===== src/rtl/spi_frame_if.sv =====
// spi_frame_if: SPI pins plus the assembled-word and frame-status bundle
interface spi_frame_if #(
  parameter int WORD_W    = 8,
  parameter int MAX_WORDS = 16
);
  localparam int IW = $clog2(MAX_WORDS + 1);
  logic          sck;
  logic          sdi;
  logic          cs;
  logic [WORD_W-1:0] word_data;
  logic          word_valid;
  logic [IW-1:0] word_idx;
  logic [IW-1:0] word_count;
  logic          frame_done;
  logic          frame_err;
  logic          busy;
  modport slave (
    input  sck, sdi, cs,
    output word_data, word_valid, word_idx, word_count, frame_done, frame_err, busy
  );
  modport master (
    output sck, sdi, cs,
    input  word_data, word_valid, word_idx, word_count, frame_done, frame_err, busy
  );
endinterface


===== src/rtl/spi_frame_receiver.sv =====
// spi_frame_receiver: mode-0 SPI slave that assembles MSB-first words and reports frame end/errors
module spi_frame_receiver #(
  parameter int WORD_W       = 8,
  parameter int MAX_WORDS    = 16,
  parameter int EXPECT_WORDS = 0,
  parameter int CS_ACTIVE    = 1,
  parameter int SYNC_STAGES  = 2
) (
  input logic        clk,
  input logic        reset,
  spi_frame_if.slave bus
);
  localparam int IW = $clog2(MAX_WORDS + 1);
  localparam int BW = $clog2(WORD_W);
  typedef enum logic [1:0] {S_IDLE, S_RECEIVING, S_DONE} state_t;
  state_t state, next_state;
  logic [SYNC_STAGES-1:0] sck_s, sdi_s, cs_s;
  logic              sck_prev;
  logic [WORD_W-2:0] shift;
  logic [BW-1:0]     bit_cnt;
  logic [IW-1:0]     word_cnt;
  logic              ovf;
  logic [WORD_W-1:0] word_data;
  logic              word_valid;
  logic [IW-1:0]     word_idx;
  logic              cs_act, sck_rise, sdi_sync;
  logic [WORD_W-1:0] nxt;
  assign sdi_sync = sdi_s[SYNC_STAGES-1];
  assign cs_act   = cs_s[SYNC_STAGES-1] == 1'(CS_ACTIVE);
  assign sck_rise = sck_s[SYNC_STAGES-1] & ~sck_prev;
  assign nxt      = {shift, sdi_sync};
  always_ff @(posedge clk or negedge reset)
    if (!reset) state <= S_IDLE;
    else state <= next_state;
  always_comb begin
    next_state = state == S_IDLE      ? (cs_act ? S_RECEIVING : S_IDLE) :
                 state == S_RECEIVING ? (cs_act ? S_RECEIVING : S_DONE) : S_IDLE;
  end
  // a rising sck in the cycle cs drops is deliberately ignored (cs_act gate)
  always_ff @(posedge clk or negedge reset)
    if (!reset) begin
      sck_s      <= '0;
      sdi_s      <= '0;
      cs_s       <= '0;
      sck_prev   <= 1'b0;
      shift      <= '0;
      bit_cnt    <= '0;
      word_cnt   <= '0;
      ovf        <= 1'b0;
      word_data  <= '0;
      word_valid <= 1'b0;
      word_idx   <= '0;
    end else begin
      sck_s      <= {sck_s[SYNC_STAGES-2:0], bus.sck};
      sdi_s      <= {sdi_s[SYNC_STAGES-2:0], bus.sdi};
      cs_s       <= {cs_s[SYNC_STAGES-2:0], bus.cs};
      sck_prev   <= sck_s[SYNC_STAGES-1];
      word_valid <= 1'b0;
      if (state == S_IDLE && cs_act) begin
        bit_cnt  <= '0;
        word_cnt <= '0;
        ovf      <= 1'b0;
      end else if (state == S_RECEIVING && cs_act && sck_rise) begin
        shift <= nxt[WORD_W-2:0];
        if (bit_cnt == BW'(WORD_W - 1)) begin
          bit_cnt <= '0;
          if (word_cnt == IW'(MAX_WORDS)) ovf <= 1'b1;
          else begin
            word_data  <= nxt;
            word_valid <= 1'b1;
            word_idx   <= word_cnt;
            word_cnt   <= word_cnt + 1'b1;
          end
        end else bit_cnt <= bit_cnt + 1'b1;
      end
    end
  assign bus.word_data  = word_data;
  assign bus.word_valid = word_valid;
  assign bus.word_idx   = word_idx;
  assign bus.word_count = word_cnt;
  assign bus.frame_done = state == S_DONE;
  assign bus.busy       = state == S_RECEIVING;
  assign bus.frame_err  = state == S_DONE &&
                          (bit_cnt != '0 || ovf || (EXPECT_WORDS != 0 && word_cnt != IW'(EXPECT_WORDS)));
endmodule


===== src/flat_wrapper.sv =====
// flat-port wrapper written by rule: the top's interface ports become plain ports
module spi_frame_receiver_flat 
#(
  parameter int WORD_W       = 8,
  parameter int MAX_WORDS    = 16,
  parameter int EXPECT_WORDS = 0,
  parameter int CS_ACTIVE    = 1,
  parameter int SYNC_STAGES  = 2
)
  (clk, reset, bus_sck, bus_sdi, bus_cs, bus_word_data, bus_word_valid, bus_word_idx, bus_word_count, bus_frame_done, bus_frame_err, bus_busy);
  spi_frame_if #(.WORD_W(WORD_W), .MAX_WORDS(MAX_WORDS)) bus_i ();
  input logic clk;
  input logic reset;
  input wire logic [$bits(bus_i.sck)-1:0] bus_sck;
  input wire logic [$bits(bus_i.sdi)-1:0] bus_sdi;
  input wire logic [$bits(bus_i.cs)-1:0] bus_cs;
  output wire logic [$bits(bus_i.word_data)-1:0] bus_word_data;
  output wire logic [$bits(bus_i.word_valid)-1:0] bus_word_valid;
  output wire logic [$bits(bus_i.word_idx)-1:0] bus_word_idx;
  output wire logic [$bits(bus_i.word_count)-1:0] bus_word_count;
  output wire logic [$bits(bus_i.frame_done)-1:0] bus_frame_done;
  output wire logic [$bits(bus_i.frame_err)-1:0] bus_frame_err;
  output wire logic [$bits(bus_i.busy)-1:0] bus_busy;
  assign bus_i.sck = bus_sck;
  assign bus_i.sdi = bus_sdi;
  assign bus_i.cs = bus_cs;
  assign bus_word_data = bus_i.word_data;
  assign bus_word_valid = bus_i.word_valid;
  assign bus_word_idx = bus_i.word_idx;
  assign bus_word_count = bus_i.word_count;
  assign bus_frame_done = bus_i.frame_done;
  assign bus_frame_err = bus_i.frame_err;
  assign bus_busy = bus_i.busy;
  spi_frame_receiver #(.WORD_W(WORD_W), .MAX_WORDS(MAX_WORDS), .EXPECT_WORDS(EXPECT_WORDS), .CS_ACTIVE(CS_ACTIVE), .SYNC_STAGES(SYNC_STAGES)) u_core (.clk(clk), .reset(reset), .bus(bus_i));
endmodule

===== config.mk =====
export PLATFORM = sky130hd
export DESIGN_NAME = spi_frame_receiver_flat
export DESIGN_NICKNAME = d
export VERILOG_FILES = /design/src/rtl/spi_frame_if.sv /design/src/rtl/spi_frame_receiver.sv /design/src/flat_wrapper.sv
export SDC_FILE = /design/constraint.sdc
export NUM_CORES = 1
export LEC_CHECK = 0
export CORE_MARGIN = 3
export CORE_UTILIZATION = 47
export DETAILED_ROUTE_END_ITERATION = 10
export PLACE_DENSITY = 0.71
export REMOVE_ABC_BUFFERS = 1
export SLEW_MARGIN = 20
export SYNTH_ARGS = -nofsm -noshare
export SYNTH_HDL_FRONTEND = slang
export SYNTH_SLANG_ARGS = --single-unit

===== constraint.sdc =====
create_clock -name clk -period 5 [get_ports clk]
set_input_delay 1.5 -clock clk [delete_from_list [all_inputs] [get_ports clk]]
set_output_delay 1.5 -clock clk [all_outputs]
set_load 0.01 [all_outputs]

== After elaboration in Yosys (flattened, before gate mapping) ==
Index checks and enable logic that the tools add are counted.

* Register bits: 39
* Input port bits: 5
* Output and inout bits: 22

* Reduce and logical (&&, ||, !) cells: 14
* Multiplexer cells: 19
* Eq/ne operators: 5
* Bitwise operators: 4
* Add/subtract/negate cells: 2

{| class="wikitable"
|+ Operators by type and width
! operator !! count
|-
| $mux W5 || 4
|-
| $mux W1 || 9
|-
| $mux W3 || 3
|-
| $mux W2 || 3
|-
| $reduce_and A3 Y1 || 2
|-
| $reduce_bool A2 Y1 || 3
|-
| $add A5 B1 Y5 const B || 1
|-
| $eq A5 B5 Y1 const B || 1
|-
| $logic_and A1 B1 Y1 || 4
|-
| $reduce_and A4 Y1 || 1
|-
| $add A3 B1 Y3 const B || 1
|-
| $eq A3 B3 Y1 const B || 1
|-
| $not A1 Y1 || 3
|-
| $reduce_bool A3 Y1 || 1
|-
| $eq A2 B1 Y1 const B || 1
|-
| $eq A2 B2 Y1 const B || 1
|-
| $logic_not A2 Y1 || 1
|-
| $ne A2 B1 Y1 const B || 1
|-
| $reduce_and A2 Y1 || 1
|-
| $and A1 B1 Y1 || 1
|-
| $logic_or A1 B1 Y1 || 1
|}

== Logic depth before layout (Yosys ltp) ==
* Depth after elaboration: 5
* Gate-level depth with buffers: 6

== Worst setup path before layout ==
No wires, ideal clock.

* Path type: register -> output
* Start point: register u_core.state[1]
* End point: output bus_frame_err
* Cell stages (with the launch flop): 3
* Slack: 2524 ps
* Arrival time: 976 ps
* Required time: 3500 ps
* Path through: dfrtp_1 > nor2b_1 > a21boi_0

* Cells in the longest elaborated chain, start to end: 2

{| class="wikitable"
|+ RTL lines
! element !! RTL line !! source
|-
| start, declared || spi_frame_receiver.sv:16 || <nowiki>state_t state, next_state;</nowiki>
|-
| start signal, assigned || spi_frame_receiver.sv:34 || <nowiki>else state <= next_state;</nowiki>
|-
| $eq A2 B2 Y1 || n/a ||
|-
| net bus_frame_done || flat_wrapper.sv:21 || <nowiki>output wire logic [$bits(bus_i.frame_done)-1:0] bus_frame_done;</nowiki>
|-
| $logic_and A1 B1 Y1 || spi_frame_receiver.sv:83 || <nowiki>assign bus.frame_err = state == S_DONE &&</nowiki>
|-
| end, declared || flat_wrapper.sv:22 || <nowiki>output wire logic [$bits(bus_i.frame_err)-1:0] bus_frame_err;</nowiki>
|}

The timed path passes the listed nets, and every way through them passes these cells.

== Worst setup path in the final report ==
* Start point: register u_core.state[1]
* End point: output bus_frame_err

* Cells in the longest elaborated chain, start to end: 2

{| class="wikitable"
|+ RTL lines
! element !! RTL line
|-
| $eq A2 B2 Y1 || spi_frame_receiver.sv:83
|-
| $logic_and A1 B1 Y1 || spi_frame_receiver.sv:83
|}

No other way between the ends.

==> impl_metrics.ini <==
[run_status]
outcome = completed

[sta]
period_share_pct = 64.14
whs_ns = 0.3592
timing.fmax_mhz = 311.8
fin_crit_ns = 3.207
tightest_slew_ns = 0.8360
hold_viol_final = 0
setup_violations = 0
finalSetupTns_ns = 0
report.final.slew_viol_count = 0
slew_headroom_pct = 44.27
clock_skew_ns = 0.008364
fin_ws_ns = 1.793
rsz0062_at_grt = no

[clocking]
clk_latency_ns = 0.35
cts_hold_buffers = 0
cts_buffer_depth = 2
cts_max_level = 2
clkTransAtPathRegs_ns = 0.11
postCtsSetupRepairBufs = 0
clock-sinks = 39
cts_resized = 0
cts-root-buf = clkbuf_4
cts_tree = yes
cts_made_buffers = 5

[pwr]
p_leak_nw = 0.9767
clkPwrFrac_pct = 36.0
finalPower_mw = 0.5873
p_int_mw = 0.4536
seqPwrFrac_pct = 58.3
sw_frac_of_total_pct = 22.76
powerDensity_nw_per_um2 = 291.2
ir_worst_vdd_v = 0.0002112
p_sw_mw = 0.1337
power_frac_comb_pct = 5.7

[synthesis]
synth_top_cell_area_share_pct = 59.45
synth-edff-count = 0
synth-main-ff-cell = dfrtp_1
muxShareOfSynthArea_pct = 20.50
syn-cell-area_um2 = 1642
netlist_top_cells_area = dfrtp_1, mux2_2, mux2_4
yosysWarnings = 0
synth_top_cells_by_count = dfrtp_1, mux2_2, mux2_4
synth_xor_area_share_pct = 0
async_reset_ff_share_pct = 100.0
syn_avg_cell_area_um2 = 14.53
seq_area_frac_synth_pct = 59.45
synth_top_family_by_area = multiplexers
synthSimpleGateAreaFrac_pct = 11.66
synth_compound_area_share_pct = 1.677
yosysMostFrequentCell = dfrtp_1
yosys.area.top_type = dfrtp_1
synth_cell_types = 24
yosys.area_share.adder_pct = 3.811
synth_cells = 113
ys_seq_elements = 39

[run]
max_cap_viol_count = 0

[die]
design.die.area_um2 = 4238
die_h_um = 65.10
io_pins = 27
initial_core_util_pct = 51.25
die_x_um = 65.10
num_rows = 20
core-area_um2 = 3203

[worst_hold_path]
min-delay-start = u_core.sck_s[0]
hold_path.class = register to register
hold_depth = 0
holdPathEnd = u_core.sck_s[1]

[routing]
dr.pass1.iters = 4
dr.first_iter.drc_count = 68
vias = 958
wire_per_inst_um = 14.73
drtAntennaViolNets = 0
drc_errors = 0
via_per_inst = 5.096
wirelength_mm = 2.769

[place]
dp_slack_ns = 2.174
gp_congestion = 0.8592
placed_cells = 180
postPlaceCellArea_um2 = 1931
dpl.hpwl_mm = 1.920
io_buffer_count = 26

[critical_path]
crit_path_max_fanout = 6
timing.reg2reg.setup_slack_ns = 3.15
arrival_ns = 1.71
timing_worst_setup_path_type = register to output port
crit_required_ns = 3.50
r2r_cells = 5
endpoint_kind = output port
cp-start-kind = register
r2r_start = u_core.bus.word_count[0]
reg2reg_to = u_core.bus.word_data[6]

[cells_and_area]
area_growth_pct = 22.87
final_cell_area_um2 = 2017
diodes = 0
fillers = 270
fin_nets = 153
final_util_pct = 62.97
drive_gt1_share_pct = 27.08
final_cells = 188

[global_routing]
antenna_found_initial = 0
grt_use_total_pct = 15.10
grt_start_max_net_pins = 40
grt_pass1_wl_mm = 4.905
grt_pass1_vias = 1018
grt_overflow = 0
final cells by class:
class                           instances  area [um^2]  area share (%)
Sequential cell                        39        975.9           48.39
Inverter                                7        26.28           1.303
Clock inverter                          3        43.79           2.171
Tap cell                               44        55.05           2.730
Multi-Input combinational cell         64        623.1           30.89
Clock buffer                            5        37.54           1.861
Timing Repair Buffer                   26        255.2           12.66
power groups by stage:
stage | Combinational, mW | Clock, mW | Sequential, mW
2_1_floorplan | 0.0197 | 0 | 0.345
3_3_place_gp | 0.0329 | 0 | 0.348
3_5_place_dp | 0.0338 | 0 | 0.349
4_1_cts | 0.0342 | 0.218 | 0.343
5_1_grt | 0.0378 | 0.228 | 0.346
6_report | 0.0333 | 0.211 | 0.343
per-layer routing:
metal / part of all wire (%) / wire, um / GRT usage [%]
met1: 46 / 1266 / 20.84
met3: 4.8 / 133 / 4.615
met2: 47 / 1315 / 22.22
met4: 1.9 / 53 / 6.218
met5: 0 / 0 / 0
worst max-delay path, cell delays in order (launching register included):
cell,delay (ns)
dfrtp_1,0.45
nor2b_1,0.18
a21boi_0,0.18
clkdlybuf4s50_1,0.55
worst max path at each step:
| stage | from | to | slack [ns] | cells after the start |
|---|---|---|---|---|
| detailed placement | u_core.bit_cnt[0] | bus_frame_err | 2.17 | 4 |
| global route | u_core.state[1] | bus_frame_err | 1.68 | 3 |
| finish | u_core.state[1] | bus_frame_err | 1.79 | 3 |
| CTS | u_core.state[1] | bus_frame_err | 1.79 | 3 |
| global placement | u_core.state[1] | bus_frame_err | 2.23 | 3 |
| floorplan | u_core.state[1] | bus_frame_err | 2.52 | 2 |
cells in the final DEF, fill, tap and decap left out, types with 2 or more instances in the layout:
| cell | count |
|---|---|
| clkdlybuf4s50_1 | 25 |
| ha_1 | 5 |
| inv_1 | 7 |
| nor3_1 | 2 |
| nor2b_1 | 7 |
| clkbuf_4 | 5 |
| nand4_1 | 4 |
| mux2_2 | 17 |
| dfrtp_1 | 39 |
| nor2_1 | 6 |
| nand4bb_1 | 2 |
| mux2_4 | 9 |
flip-flops by register name (all words and copies together) (netlist names), 2 cells and up:
register,cells
u_core.state,2
u_core.bus.word_idx,5
u_core.bus.word_count,5
u_core.shift,7
u_core.sck_s,2
u_core.sdi_s,2
u_core.cs_s,2
u_core.bus.word_data,8
u_core.bit_cnt,3
cell families after synthesis:
family	after synthesis
adder cells (fa/ha/maj)	5
flip-flops	39
buffers and inverters	10
multiplexers	27
AND/OR/NAND/NOR	28
AO/OA/AOI/OAI	4
Note: power is estimated with default switching activity, not from simulation.
